--- src/rtl/sysbus_arbiter_rr.sv ---
// sysbus_arbiter_rr: N-master sysbus arbiter, fixed-priority or round-robin,
// with a hold limit so an always-requesting master cannot starve the others.
// Ports:
//   clk      system clock
//   n_reset  asynchronous active-low reset
//   req      per-master level request
//   ifrdy    slave ready for the current transfer
//   sel      registered one-hot grant (drives addr/we muxes)
//   rdy      per-master ready, sel gated by ifrdy
//   gnt_id   registered binary index of sel
//   busy     registered, 1 while the owner is requesting
module sysbus_arbiter_rr #(
    parameter int N       = 4,
    parameter int MODE    = 1,
    parameter int MAXHOLD = 8,
    parameter int PARK    = 0
) (
    input  logic                 clk,
    input  logic                 n_reset,
    input  logic [N-1:0]         req,
    input  logic                 ifrdy,
    output logic [N-1:0]         sel,
    output logic [N-1:0]         rdy,
    output logic [$clog2(N)-1:0] gnt_id,
    output logic                 busy
);

    localparam int IW = $clog2(N);
    localparam int HW = (MAXHOLD > 1) ? $clog2(MAXHOLD) : 1;

    localparam logic [N-1:0]  ONE_OH   = {{(N-1){1'b0}}, 1'b1};
    localparam logic [N-1:0]  PARK_OH  = ONE_OH << PARK;
    localparam logic [IW-1:0] PARK_ID  = IW'(PARK);
    localparam logic [HW-1:0] HOLD_MAX = (MAXHOLD > 0) ? HW'(MAXHOLD - 1) : '0;

    if (N < 2 || N > 8) begin : g_bad_n
        $error("sysbus_arbiter_rr: N must be in 2..8");
    end
    if (PARK < 0 || PARK >= N) begin : g_bad_park
        $error("sysbus_arbiter_rr: PARK must be in 0..N-1");
    end
    if (MODE != 0 && MODE != 1) begin : g_bad_mode
        $error("sysbus_arbiter_rr: MODE must be 0 or 1");
    end
    if (MAXHOLD < 0) begin : g_bad_hold
        $error("sysbus_arbiter_rr: MAXHOLD must be >= 0");
    end

    logic [N-1:0]  sel_q, sel_d;
    logic [IW-1:0] gnt_id_q, gnt_id_d;
    logic          busy_q, busy_d;
    logic [HW-1:0] hold_cnt_q, hold_cnt_d;
    logic [IW-1:0] rr_ptr_q, rr_ptr_d;

    logic          owner_req;
    logic          other_req;
    logic          lower_req;
    logic          limit_hit;
    logic          rearb;
    logic [N-1:0]  cand;
    logic          win_found;
    logic [IW-1:0] win_id;
    logic [IW-1:0] idx;

    assign owner_req = |(req & sel_q);
    assign other_req = |(req & ~sel_q);

    // Hold limit reached while someone else is waiting.
    assign limit_hit = (MAXHOLD != 0) && (hold_cnt_q == HOLD_MAX) && other_req;

    // In fixed-priority mode a request from a lower index preempts the
    // owner at the next completed transfer.
    always_comb begin
        lower_req = 1'b0;
        for (int i = 0; i < N; i++) begin
            if (i < int'(gnt_id_q) && req[i]) begin
                lower_req = 1'b1;
            end
        end
    end

    assign rearb = !owner_req || limit_hit || ((MODE == 0) && lower_req);

    // The owner is never a candidate: either it dropped req, it hit the
    // hold limit, or a higher-priority master beats it anyway.
    assign cand = req & ~sel_q;

    always_comb begin
        win_found = 1'b0;
        win_id    = '0;
        idx       = '0;
        if (MODE == 0) begin
            for (int i = N - 1; i >= 0; i--) begin
                if (cand[i]) begin
                    win_found = 1'b1;
                    win_id    = IW'(i);
                end
            end
        end else begin
            for (int k = 1; k <= N; k++) begin
                idx = IW'((int'(rr_ptr_q) + k) % N);
                if (!win_found && cand[idx]) begin
                    win_found = 1'b1;
                    win_id    = idx;
                end
            end
        end
    end

    always_comb begin
        sel_d      = sel_q;
        gnt_id_d   = gnt_id_q;
        busy_d     = busy_q;
        hold_cnt_d = hold_cnt_q;
        rr_ptr_d   = rr_ptr_q;
        // Grant only moves on a completed transfer; wait states freeze it.
        if (ifrdy) begin
            if (rearb) begin
                hold_cnt_d = '0;
                if (win_found) begin
                    sel_d    = ONE_OH << win_id;
                    gnt_id_d = win_id;
                    busy_d   = 1'b1;
                    rr_ptr_d = win_id;
                end else begin
                    sel_d    = PARK_OH;
                    gnt_id_d = PARK_ID;
                    busy_d   = 1'b0;
                end
            end else begin
                busy_d = 1'b1;
                if (hold_cnt_q != HOLD_MAX) begin
                    hold_cnt_d = hold_cnt_q + 1'b1;
                end
            end
        end
    end

    always_ff @(posedge clk or negedge n_reset) begin
        if (!n_reset) begin
            sel_q      <= PARK_OH;
            gnt_id_q   <= PARK_ID;
            busy_q     <= 1'b0;
            hold_cnt_q <= '0;
            rr_ptr_q   <= PARK_ID;
        end else begin
            sel_q      <= sel_d;
            gnt_id_q   <= gnt_id_d;
            busy_q     <= busy_d;
            hold_cnt_q <= hold_cnt_d;
            rr_ptr_q   <= rr_ptr_d;
        end
    end

    assign sel    = sel_q;
    assign gnt_id = gnt_id_q;
    assign busy   = busy_q;
    assign rdy    = sel_q & {N{ifrdy}};

endmodule

--- config.mk ---
export PLATFORM = sky130hd
export DESIGN_NAME = sysbus_arbiter_rr
export DESIGN_NICKNAME = d
export VERILOG_FILES = /design/src/rtl/sysbus_arbiter_rr.sv
export SDC_FILE = /design/constraint.sdc
export NUM_CORES = 1
export LEC_CHECK = 0
export ABC_CLOCK_PERIOD_IN_PS = 1500
export CORE_MARGIN = 10
export CORE_UTILIZATION = 30
export DETAILED_ROUTE_END_ITERATION = 6
export SLEW_MARGIN = 20
export SYNTH_ARGS = -nofsm -noshare
export SYNTH_HDL_FRONTEND = slang
export SYNTH_SLANG_ARGS = --single-unit
--- constraint.sdc ---
create_clock -name clk -period 1.5 [get_ports clk]
set_clock_uncertainty 0.1 [all_clocks]
set_input_delay 0.3 -clock clk [delete_from_list [all_inputs] [get_ports clk]]
set_output_delay 0.3 -clock clk [all_outputs]
set_load 0.01 [all_outputs]
==> summary.md, run 1 <==
| Metric | Value |
|---|---|
| Normalized max-slew margin | 73.05% |
| Max-slew violation count | 0 |
| Setup Crit Path Kind | register to register |
| Fin. Hold Viols | 0 |
| Post-Route WL | 2.498 mm |
| Core Rows | 18 |
| CP peak stage delay | 0.44 ns |
| Seq/Total Area, Yosys | 37.89% |
| Data arrival, critical path | 1.86 ns |
| HPWL Detailed | 1.715 mm |
| Crit path cell chain | a22o_1, a221oi_4, buf_4, o21ai_4, buf_12, a22o_1 |
| Die X | 71.50 um |
| Pleak | 0.6727 nW |
| Top-Level Pins | 18 |
| Gate Count Post-Synth | 75 |
| Vias in the first global route | 861 |
| Fin crit period | 1.802 ns |
| Post-Syn Nets | 84 |
| Final instance area | 0.001458 mm^2 |
| Crit-path most repeated cell | a22o_1 |
| F_max | 554.9 MHz |
| Tot GR Track Use | 9.606% |
| CP Launch Type | register |
| Cell variety after synth | 36 |
| GP Congestion | 0.7415 |
| Seq cells post-synth | 12 |
| DR pass1 iterations | 3 |
| Post-DR vias/cell | 4.918 |
| Crit-path max FO | 6 |
| Clk sinks | 12 |
| Crit-path slowest cell | dfrtp_2 |
| Final Cycle Share | 120.1% |
| Final antenna-violating net count | 0 |
| H-Tree Depth | 1 |
| Antenna violations before repair | 0 |
| Clock root buffer | clkbuf_4 |
| ANT cells | 0 |
| Residual DRC | 0 |
| GR Overflow Total | 0 |
| Area Overhead vs Synth | 83.18% |
| I/O Buffers | 17 |
| Leading area contributor after synthesis | dfrtp_1 |
| Ys Warns | 0 |
| First-pass GRT wire length | 4.077 mm |
| Cts hold-fix bufs | 0 |
| Worst Tran Pin Value | 0.4043 ns |
| CTS tree | yes |
| Post-Syn Area | 795.8 um^2 |
| Clock Path Buffers | 2 |
| Dpl cell area | 0.001144 mm^2 |
| Min-delay worst type | primary input to asynchronous set/reset pin |
| Max-cap viol count | 0 |
| Outcome | complete, but fails checks |
| Share of Yosys cell area claimed by the top area cell type | 34.59% |
| Die area | 0.005112 mm^2 |
| Final Setup Violations | 16 |
| Failing checks | negative setup slack |
| Pwr/cell area | 1830 mW/mm^2 |
| Final setup margin | -0.3020 ns |
| Worst EP required | 1.56 ns |
| Initial Util | 31.83% |
| Hold Slack | 0.2202 ns |
| Core ar. | 0.002500 mm^2 |
| TritonCTS Buffers | 3 |
| Routed wire per std cell | 15.81 um |
| Layout cells sized above 1 | 63.28% |
| Via count | 777 |
| Synth Area per Inst | 10.61 um^2 |
| Pin count of the biggest net entering global routing | 13 |
| Peak supply drop | 1.147 mV |
| Worst Setup End Kind | register |
| Worst skew pair latency | 0.27 ns |
| Worst-path clk slew | 0.08 ns |
| RSZ-0062 raised after global routing | true |
| Main area contributors after synthesis | dfrtp_1, a22o_1, a2111oi_4 |
| Nets@finish | 138 |
| DR iter-0 viols | 30 |
| Die Y | 71.50 um |
[state kept, by name, summed over array words and instances, names as in the netlist]
register and count:
hold_cnt_q 3, sel 4, busy 1, gnt_id 2
rr_ptr_q 2
[placed cells by master, fill, tap and decap left out, types with 2 or more instances in the layout]
cell type / n
a21o_2: 2
a21oi_1: 3
a22o_1: 5
a31oi_1: 2
and2_1: 2
and2_4: 3
and2b_2: 2
buf_2: 2
buf_4: 19
buf_6: 19
clkbuf_4: 3
clkdlybuf4s50_1: 2
dfrtp_1: 9
dfrtp_2: 2
dlygate4sd2_1: 7
ha_2: 2
inv_1: 3
nand2_1: 4
nand2b_4: 2
nor2_1: 2
or2b_4: 2
[Yosys cell counts, drive strengths merged]
| master | n |
|---|---|
| a2111oi | 1 |
| a211oi | 2 |
| a21boi | 1 |
| a21o | 2 |
| a21oi | 3 |
| a221oi | 1 |
| a22o | 5 |
| a31oi | 2 |
| a41oi | 1 |
| and2 | 5 |
| and2b | 2 |
| and3b | 1 |
| buf | 2 |
| dfrtp | 11 |
| dfstp | 1 |
| ha | 2 |
| inv | 4 |
| nand2 | 4 |
| nand2b | 2 |
| nand4 | 1 |
| nor2 | 3 |
| nor2b | 2 |
| nor3 | 1 |
| nor3b | 2 |
| o211ai | 1 |
| o21a | 1 |
| o21ai | 3 |
| o21ba | 1 |
| o22ai | 1 |
| o31ai | 2 |
| o32ai | 1 |
| or2b | 3 |
| xor2 | 1 |
[worst max-delay path: cells and delay by family, from the launching register on]
family,cells,cell delay [ns]
AOI/OAI and AO/OA,4,0.82
DFF,1,0.44
buffers and inverters,2,0.32
[metal layers]
layer / track usage [%] / share of wire, % / wire [um]
met1: 9.913 / 40 / 995
met2: 18.14 / 54 / 1359
met3: 3.719 / 4.8 / 120
met4: 1.290 / 0.88 / 22
met5: 0 / 0 / 0
[report_power, final]
group	total [mW]	switching [mW]	internal, mW
Sequential	0.598	0.132	0.466
Combinational	1.81	0.754	1.06
Clock	0.254	0.107	0.147
[through the flow]
step           instances  utilization, %  setup TNS (ns)  power [mW]  setup WS, ns
2_1_floorplan         75               -          -1.435       1.243       -0.2062
3_3_place_gp         139           45.75          -8.607       1.810       -0.6143
3_5_place_dp         139           45.75          -8.808       1.835       -0.6417
4_1_cts              151           53.65          -2.537       2.417       -0.2729
5_1_grt              158           58.31          -3.994       2.856       -0.3914
6_report             158           58.31          -2.843       2.667       -0.3020
[final cells by class]
| type | count | area [um^2] |
|---|---|---|
| Clock buffer | 4 | 36.28 |
| Fill cell | 205 | 1042 |
| Inverter | 4 | 15.01 |
| Multi-Input combinational cell | 57 | 591.8 |
| Sequential cell | 12 | 304.0 |
| Tap cell | 30 | 37.54 |
| Timing Repair Buffer | 51 | 473.0 |
[worst paths after layout]
path	start	slack, ns	endpoint	cells after the start
hold / removal	n_reset	0.22	hold_cnt_q[2]	2
min in group clk	gnt_id[1]	0.39	gnt_id[1]	1
setup / recovery	sel[3]	-0.30	sel[3]	6
max in group asynchronous	n_reset	0.85	sel[0]	2
setup reg to reg	sel[3]	-0.30	sel[3]	6
hold reg to reg	gnt_id[1]	0.39	gnt_id[1]	1
[cell families after synthesis]
| logic type | count (synthesis) | synth area share [%] |
|---|---|---|
| AOI/OAI and AO/OA | 28 | 33.81 |
| xor gates and xnor gates | 1 | 1.101 |
| adders and majority gates | 2 | 3.144 |
| buffers and inverters | 6 | 3.144 |
| DFF | 12 | 37.89 |
| and+or+nand+nor | 26 | 20.91 |
[repair_timing]
item,in CTS,in global routing
gates resized for setup,66,20
endpoints found under the hold margin,0,0
buffers inserted,9,8
endpoints found under the setup margin,23,19
pin swaps,3,4
Power figures use the tool's default switching activity.
==> run 2, diff against run 1 <==
Settings changed: HOLD_SLACK_MARGIN set to 0.1, SKIP_LAST_GASP set to 1.
==> summary.md, run 2 (synthesized netlist as in run 1, its figures left out) <==
| Metric | Value |
|---|---|
| H-Tree Depth | 1 (unchanged) |
| ANT cells | 0 (unchanged) |
| RSZ-0062 raised after global routing | true (unchanged) |
| Crit-path max FO | 5 (was 6) |
| Final setup margin | -0.2869 ns (was -0.3020 ns) |
| Post-Route WL | 2.475 mm (was 2.498 mm) |
| Dpl cell area | 0.001144 mm^2 (unchanged) |
| Worst Setup End Kind | register (unchanged) |
| Layout cells sized above 1 | 60.00% (was 63.28%) |
| Die X | 71.50 um (unchanged) |
| Design Power | 2.550 mW (was 2.667 mW) |
| GR Overflow Total | 0 (unchanged) |
| Normalized max-slew margin | 73.02% (was 73.05%) |
| Final antenna-violating net count | 0 (unchanged) |
| Pwr/cell area | 1823 mW/mm^2 (was 1830 mW/mm^2) |
| Worst EP required | 1.61 ns (was 1.56 ns) |
| Via count | 780 (was 777) |
| Worst skew pair latency | 0.27 ns (about the same) |
| F_max | 559.6 MHz (was 554.9 MHz) |
| Top-Level Pins | 18 (unchanged) |
| Residual DRC | 0 (unchanged) |
| Max-cap viol count | 0 (unchanged) |
| TNS Setup | -2.846 ns (was -2.843 ns) |
| Nets@finish | 135 (was 138) |
| Most frequent cells in the layout | buf_4, buf_6, dfrtp_1 (was buf_6, buf_4, dfrtp_1) |
| Setup Crit Path Kind | register to register (unchanged) |
| HPWL Detailed | 1.715 mm (unchanged) |
| Clk sinks | 12 (unchanged) |
| Final Cycle Share | 119.1% (was 120.1%) |
| Clock root buffer | clkbuf_4 (unchanged) |
| Core ar. | 0.002500 mm^2 (unchanged) |
| Pleak | 0.6444 nW (was 0.6727 nW) |
| Largest register FFs | 4 (unchanged) |
| CTS tree | yes (unchanged) |
| Data arrival, critical path | 1.89 ns (was 1.86 ns) |
| Min-delay worst type | primary input to asynchronous set/reset pin (unchanged) |
| Most common cell after layout, fill and taps aside | buf_4 |
| Core Rows | 18 (unchanged) |
| Vias in the first global route | 862 (was 861) |
| Hold Slack | 0.2176 ns (was 0.2202 ns) |
| Routed wire per std cell | 15.97 um (was 15.81 um) |
| Die Y | 71.50 um (unchanged) |
| Cts hold-fix bufs | 0 (unchanged) |
| Failing checks | negative setup slack (unchanged) |
| Worst-path clk slew | 0.08 ns (about the same) |
| Tot GR Track Use | 9.606% (unchanged) |
| Initial Util | 31.83% (unchanged) |
| First-pass GRT wire length | 4.064 mm (was 4.077 mm) |
| DR pass1 iterations | 4 (was 3) |
| I/O Buffers | 17 (unchanged) |
| Die area | 0.005112 mm^2 (unchanged) |
| Fin. Hold Viols | 0 (unchanged) |
| Area Overhead vs Synth | 75.79% (was 83.18%) |
| Peak supply drop | 1.105 mV (was 1.147 mV) |
| Outcome | complete, but fails checks (unchanged) |
| Final instance area | 0.001399 mm^2 (was 0.001458 mm^2) |
| TritonCTS Buffers | 3 (unchanged) |
| Post-DR vias/cell | 5.032 (was 4.918) |
| Pin count of the biggest net entering global routing | 13 (unchanged) |
| Final Setup Violations | 15 (was 16) |
| DR iter-0 viols | 28 (was 30) |
| Antenna violations before repair | 0 (unchanged) |
| Max-slew violation count | 0 (unchanged) |
| Fin crit period | 1.787 ns (was 1.802 ns) |
| GP Congestion | 0.7415 (unchanged) |
| CP Launch Type | register (unchanged) |
| Worst Tran Pin Value | 0.4047 ns (was 0.4043 ns) |
| Clock Path Buffers | 2 (unchanged) |
-- run 2: cell count changes in the layout (fill, tap and decap cells not counted), sizes merged --
cell,delta
buf,-6
clkbuf,+2
o21ai,+1
-- run 2: path summary, 6_finish.rpt --
kind / startpoint / cells after the start / slack, ns / endpoint
max in group asynchronous: n_reset / 2 / 0.85 / sel[0]
setup / recovery: sel[3] / 5 / -0.29 / sel[3]
min in group clk: gnt_id[1] / 1 / 0.39 / gnt_id[1]
hold / removal: n_reset / 2 / 0.22 / hold_cnt_q[2]
setup reg to reg: sel[3] / 5 / -0.29 / sel[3]
hold reg to reg: gnt_id[1] / 1 / 0.39 / gnt_id[1]
-- run 2: cell type report --
cell class	count	area (um^2)
Fill cell	218	1101
Multi-Input combinational cell	58	586.8
Timing Repair Buffer	47	419.2
Sequential cell	12	304.0
Tap cell	30	37.54
Clock buffer	4	36.28
Inverter	4	15.01
-- run 2: metal layers --
metal	wire length [um]	up-vias	share of wire (%)	track usage [%]
met5	0	-	0	0
met4	26	0	1.1	1.290
met3	140	4	5.7	3.719
met2	1282	20	52	18.24
met1	1025	375	41	9.835
li1	-	381	-	-
-- run 2: critical path, cell delays in order (launching register included) --
cell and delay [ns]:
dfrtp_2 0.44, a22o_1 0.26, a221oi_4 0.28, o211ai_4 0.12, a2111oi_4 0.33, a22o_1 0.20
-- run 2: stage by stage --
step / setup WS [ns] / instances / util, %
finish: -0.2869 / 155 / 55.96
global route: -0.3751 / 155 / 55.96
CTS: -0.2729 / 151 / 53.35
detailed placement: -0.6417 / 139 / 45.75
global placement: -0.6143 / 139 / 45.75
floorplan: -0.2062 / 75 / -
-- run 2: repair_timing --
item	in CTS	in global routing
setup endpoints to repair	23	20
resized for setup	53	23
cloned	0	1
pin swaps	3	3
setup buffers	9	4
-- run 2: report_power, final --
group / internal, mW / switching [mW]
Clock: 0.148 / 0.108
Sequential: 0.466 / 0.124
Combinational: 0.972 / 0.731
==> run 3, diff against run 2 <==
Settings changed: CAP_MARGIN set to 20.
==> results of run 3 <==
No change in the layout: final DEF, timing and power equal those of run 2.
